`src/rtl/parking_occupancy_monitor.sv`:
```
// Parking lot occupancy tracker: debounced gate sensors, full/near-full/empty flags, refusal pulse and counter.
// Latency: occupancy, reject_count and full_pulse update DEBOUNCE edges after the first sample of a new raw level.
// Backpressure: none; every accepted sensor edge is handled in the cycle it is detected.
module parking_occupancy_monitor #(
  parameter int CAPACITY  = 15,
  parameter int CNT_W     = 4,
  parameter int NEAR_FULL = 13,
  parameter int DEBOUNCE  = 2,
  parameter int PULSE_LEN = 4,
  parameter int REJ_W     = 8
) (
  input  logic             clk,
  input  logic             rst_n,
  input  logic             enter_sensor,
  input  logic             exit_sensor,
  input  logic             clear,
  output logic [CNT_W-1:0] occupancy,
  output logic             full,
  output logic             near_full,
  output logic             empty,
  output logic             full_pulse,
  output logic [REJ_W-1:0] reject_count,
  output logic             underflow_err
);

  localparam int DB_W = $clog2(DEBOUNCE + 1);
  localparam int PT_W = $clog2(PULSE_LEN + 1);

  localparam logic [DB_W-1:0]  DB_LAST = DB_W'(DEBOUNCE - 1);
  localparam logic [PT_W-1:0]  PT_LAST = PT_W'(PULSE_LEN - 1);
  localparam logic [CNT_W-1:0] CAP_V   = CNT_W'(CAPACITY);
  localparam logic [CNT_W-1:0] NF_V    = CNT_W'(NEAR_FULL);

  // Bit 0 is the entry gate, bit 1 the exit gate.
  logic [1:0] raw;
  assign raw = {exit_sensor, enter_sensor};

  logic [1:0]           filt_q, filt_d;
  logic [1:0]           hist_q;
  logic [1:0][DB_W-1:0] db_cnt_q, db_cnt_d;

  logic [CNT_W-1:0] occ_q, occ_d;
  logic [REJ_W-1:0] rej_q, rej_d;
  logic             uf_q, uf_d;
  logic             pulse_q, pulse_d;
  logic [PT_W-1:0]  ptmr_q, ptmr_d;

  logic enter_evt, exit_evt, refuse;

  // Debounce: count consecutive samples that disagree with the filtered level,
  // and flip the filtered level on the sample that would bring the count to DEBOUNCE.
  always_comb begin
    filt_d   = filt_q;
    db_cnt_d = '0;
    for (int s = 0; s < 2; s++) begin
      if (raw[s] != filt_q[s]) begin
        if (db_cnt_q[s] == DB_LAST) begin
          filt_d[s] = raw[s];
        end else begin
          db_cnt_d[s] = db_cnt_q[s] + 1'b1;
        end
      end
    end
  end

  // Single-cycle rising edges of the filtered sensors.
  assign enter_evt = filt_q[0] & ~hist_q[0];
  assign exit_evt  = filt_q[1] & ~hist_q[1];

  // Occupancy, refusal accounting and lot-full pulse timer.
  always_comb begin
    occ_d   = occ_q;
    rej_d   = rej_q;
    uf_d    = uf_q;
    pulse_d = pulse_q;
    ptmr_d  = ptmr_q;
    refuse  = 1'b0;
    if (clear) begin
      occ_d   = '0;
      rej_d   = '0;
      uf_d    = 1'b0;
      pulse_d = 1'b0;
      ptmr_d  = '0;
    end else begin
      if (enter_evt && !exit_evt) begin
        if (occ_q < CAP_V) begin
          occ_d = occ_q + 1'b1;
        end else if (!filt_q[1]) begin
          // Lot full and nobody is on the exit sensor: the car is turned away.
          refuse = 1'b1;
        end
      end else if (exit_evt && !enter_evt) begin
        if (occ_q != '0) begin
          occ_d = occ_q - 1'b1;
        end else begin
          uf_d = 1'b1;
        end
      end

      if (refuse) begin
        if (!(&rej_q)) begin
          rej_d = rej_q + 1'b1;
        end
        pulse_d = 1'b1;
        ptmr_d  = PT_LAST;
      end else if (ptmr_q != '0) begin
        ptmr_d = ptmr_q - 1'b1;
      end else begin
        pulse_d = 1'b0;
      end
    end
  end

  // State registers; reset aborts any pulse or debounce in progress.
  always_ff @(posedge clk or negedge rst_n) begin
    if (!rst_n) begin
      filt_q   <= '0;
      hist_q   <= '0;
      db_cnt_q <= '0;
      occ_q    <= '0;
      rej_q    <= '0;
      uf_q     <= 1'b0;
      pulse_q  <= 1'b0;
      ptmr_q   <= '0;
    end else begin
      filt_q   <= filt_d;
      hist_q   <= filt_q;
      db_cnt_q <= db_cnt_d;
      occ_q    <= occ_d;
      rej_q    <= rej_d;
      uf_q     <= uf_d;
      pulse_q  <= pulse_d;
      ptmr_q   <= ptmr_d;
    end
  end

  assign occupancy     = occ_q;
  assign full          = (occ_q == CAP_V);
  assign near_full     = (occ_q >= NF_V);
  assign empty         = (occ_q == '0);
  assign full_pulse    = pulse_q;
  assign reject_count  = rej_q;
  assign underflow_err = uf_q;

endmodule
```
`config.mk`:
```
export PLATFORM = sky130hd
export DESIGN_NAME = parking_occupancy_monitor
export DESIGN_NICKNAME = d
export VERILOG_FILES = /design/src/rtl/parking_occupancy_monitor.sv
export SDC_FILE = /design/constraint.sdc
export NUM_CORES = 1
export LEC_CHECK = 0
export BUFFER_PORTS_ARGS = -buffer_cell sky130_fd_sc_hd__clkbuf_2
export CAP_MARGIN = 20
export CORE_ASPECT_RATIO = 1.75
export CORE_MARGIN = 3
export CORE_UTILIZATION = 30
export CTS_BUF_LIST = sky130_fd_sc_hd__clkbuf_8 sky130_fd_sc_hd__clkbuf_16
export CTS_CLUSTER_SIZE = 12
export DETAILED_ROUTE_END_ITERATION = 10
export GPL_TIMING_DRIVEN = 0
export HOLD_SLACK_MARGIN = 0.03
export SLEW_MARGIN = 20
export SYNTH_ARGS = -nofsm -noshare
export SYNTH_HDL_FRONTEND = slang
export SYNTH_SLANG_ARGS = --single-unit
```
`constraint.sdc`:
```
create_clock -name clk -period 3.3 [get_ports clk]
set_clock_uncertainty 0.1 [all_clocks]
set_input_delay 0.33 -clock clk [delete_from_list [all_inputs] [get_ports clk]]
set_output_delay 0.33 -clock clk [all_outputs]
set_load 0.005 [all_outputs]
```
==> flow_summary.ini <==
[layout]
fillCellCount = 439
utilization = 0.368
final_cells = 200
nets = 162
diodes = 0
regArea_sq_um = 626
layout-drive-gt1-share = 0.232
area.growth.synth_to_final_pct = 16.4
multi_input_area_sq_um = 657

[power_and_ir_drop]
p_per_area_mw_per_mm2 = 707
leakagePower_nw = 0.701
peakVddDrop_mv = 0.328

[worst_setup_path]
critPathTopFamily = simple AND/OR/NAND/NOR gates
worstSetupStartpointType = flop
crit_fanout = 4
cp.buffers_inverters = 0
worstPathArrival_ns = 2.21
critPathKind = flop to flop
r2r.worst_path.cells = 7
cp_slowest_cell = dfrtp_1
required_ns = 3.37
crit_cells = 7
cpPeakStageDelay_ns = 0.42
path_cells = and2b_1, nand2_1, ha_1, a31oi_1, or3_1, a32o_1, o311ai_2
cp-end-kind = flop

[sta]
slew_violations = 0
setup_tns_ns = 0
period_needed_ns = 2.14
setup_viol = 0
hold_viol = 0
timing.hold.ws_ns = 0.225
rsz0062_at_grt = false
worst_pin_slew_ns = 0.626
max_slew_margin = 0.583
fmax_mhz = 468
fin_crit_sh = 0.648

[worst_hold_path]
hold_class = primary input to flop
whs_path_depth = 2

[clock_tree]
clkTransAtPathRegs_ns = 0.09
root_buffer = clkbuf_8
clock_latency_ns = 0.27
cts_sinks = 25
cts_tree = yes
clockBufferDepth = 2
cts.htree.levels = 1
cts_buffers = 3
postCtsResizedCells = 0

[global_route]
grt_use_total = 0.110
grt_max_degree = 26
antenna_found_initial = 0
grt_pass1_vias = 1050
grt_pass1_wl_microns = 4590
grt-ovfl-total = 0

[logic_synthesis]
syn_avg_cell_area_sq_um = 10.5
synthSimpleGateAreaFrac = 0.219
synth.distinct_cells = 37
synth_flop_cell = dfrtp_1
yosysSeqAreaShare = 0.473
synth_edf_count = 0
synth_adder_area_share = 0.0473
synth_top_family_by_area = simple AND/OR/NAND/NOR gates
syn_area_sq_mm = 0.00132
synth-xor-area-share = 0.0265
synth-seq-cells = 25
synth-compound-area-share = 0.147
synth_warnings = 0
synth_nets = 136
synthArstFlopShare = 1.00
synth_mux_area_frac = 0.0558
syn_inst = 126

[placed_design]
io_buffer_count = 20
placed_cells = 195
hpwl_microns = 2040
routabilityCongestion = 0.800

[die]
die_x_microns = 56.2
die_h_microns = 93.9
rows = 31
dieArea_sq_mm = 0.00528
start_util = 0.316
coreArea_sq_mm = 0.00419
io_pins = 22

[drt]
drtIter0Drc = 43
wire_per_inst_microns = 13.3
vias_per_cell = 5.19
drc = 0
drt-total-wl_microns = 2650
ant_nets = 0
drtPass1Iterations = 4
num_vias = 1038

[run]
maxCapViolations = 0

[status]
status = finished, final reports clean
[cells in the final DEF, fill, tap and decap left out, types with 2 or more instances in the layout]
cell / synthesis / layout
mux2_2: 3 / 3
clkbuf_2: 0 / 20
a21oi_1: 10 / 10
clkbuf_8: 0 / 3
dfrtp_1: 25 / 25
and3_1: 2 / 2
nand2_1: 7 / 7
or4_1: 2 / 2
o21ai_0: 6 / 6
nand2b_1: 4 / 4
and2_1: 2 / 2
xor2_1: 2 / 2
a31oi_1: 2 / 2
a32o_1: 2 / 2
mux2_4: 2 / 2
nand4_1: 2 / 2
ha_1: 5 / 5
nand3_1: 4 / 4
xnor2_1: 2 / 2
nor2_1: 10 / 10
nor2b_1: 4 / 4
o31ai_1: 2 / 2
inv_1: 6 / 6
or3_1: 7 / 7
[final timing paths]
kind | start | endpoint | slack (ns)
max | hist_q[0] | occupancy[3] | 1.16
min reg2reg | db_cnt_q[2] | db_cnt_q[2] | 0.35
max reg2reg | hist_q[0] | occupancy[3] | 1.16
max in group asynchronous | rst_n | db_cnt_q[0] | 2.19
min | enter_sensor | filt_q[0] | 0.22
min in group asynchronous | rst_n | ptmr_q[2] | 0.50
[through the flow]
stage | cell area (sq um) | setup slack [ns] | total power [mW]
floorplan | 1320 | 1.33 | 0.799
global route | 1540 | 1.04 | 1.20
detailed placement | 1490 | 1.18 | 0.919
finish | 1540 | 1.16 | 1.09
global placement | 1490 | 1.25 | 0.890
CTS | 1540 | 1.15 | 1.11
[final cells by class]
class,instances,area share
clock buffer,3,0.0268
inverter,6,0.0146
multi-input combinational,92,0.426
sequential,25,0.406
tap,49,0.0398
buffer,3,0.0122
clock inverter,1,0.00325
timing repair buffer,21,0.0714
[flip-flops by register name, indices dropped and copies added (netlist names)]
signal	count
hist_q	2
ptmr_q	3
filt_q	2
db_cnt_q	4
reject_count	8
full_pulse	1
underflow_err	1
occupancy	4
[worst register-to-register path, delay by kind of cell (launching register included)]
family,cells,cell delay [ns]
and+or+nand+nor,3,0.65
DFF,1,0.42
AOI/OAI and AO/OA,3,0.55
adders and majority gates,1,0.31
[report_power, final]
group,internal [mW],switching (mW),leakage [nW]
Clock,0.0844,0.0963,0.0255
Combinational,0.230,0.206,0.346
Sequential,0.382,0.0912,0.330
[cells by family (layout without fill, tap and decap cells)]
group,count (synthesis),after routing
buffers and inverters,9,34
muxes,6,6
DFF,25,25
adders and majority gates,5,5
and+or+nand+nor,50,50
AOI/OAI and AO/OA,27,27
xor gates and xnor gates,4,4
[timing repair]
| item | CTS | global route |
|---|---|---|
| hold endpoints to repair | 25 | 0 |
| hold buffers | 1 | 0 |
| buffers inserted | 0 | 0 |
[routing by layer]
| metal | track usage | part of all wire | vias up |
|---|---|---|---|
| li1 | - | - | 506 |
| met1 | 0.113 | 0.37 | 501 |
| met2 | 0.197 | 0.55 | 24 |
| met3 | 0.0275 | 0.055 | 7 |
| met4 | 0.0673 | 0.021 | 0 |
| met5 | 0 | 0 | - |
[synth_stat cells (3+ instances only)]
cell type	n	area, sq um
a21oi_1	10	50.1
nand2b_1	4	25.0
o21ai_0	6	30.0
nor2b_1	4	25.0
or3_1	7	43.8
mux2_2	3	33.8
nor2_1	10	37.5
ha_1	5	62.6
nand2_1	7	26.3
dfrtp_1	25	626
inv_1	6	22.5
nand3_1	4	20.0
Power figures use the tool's default switching activity.
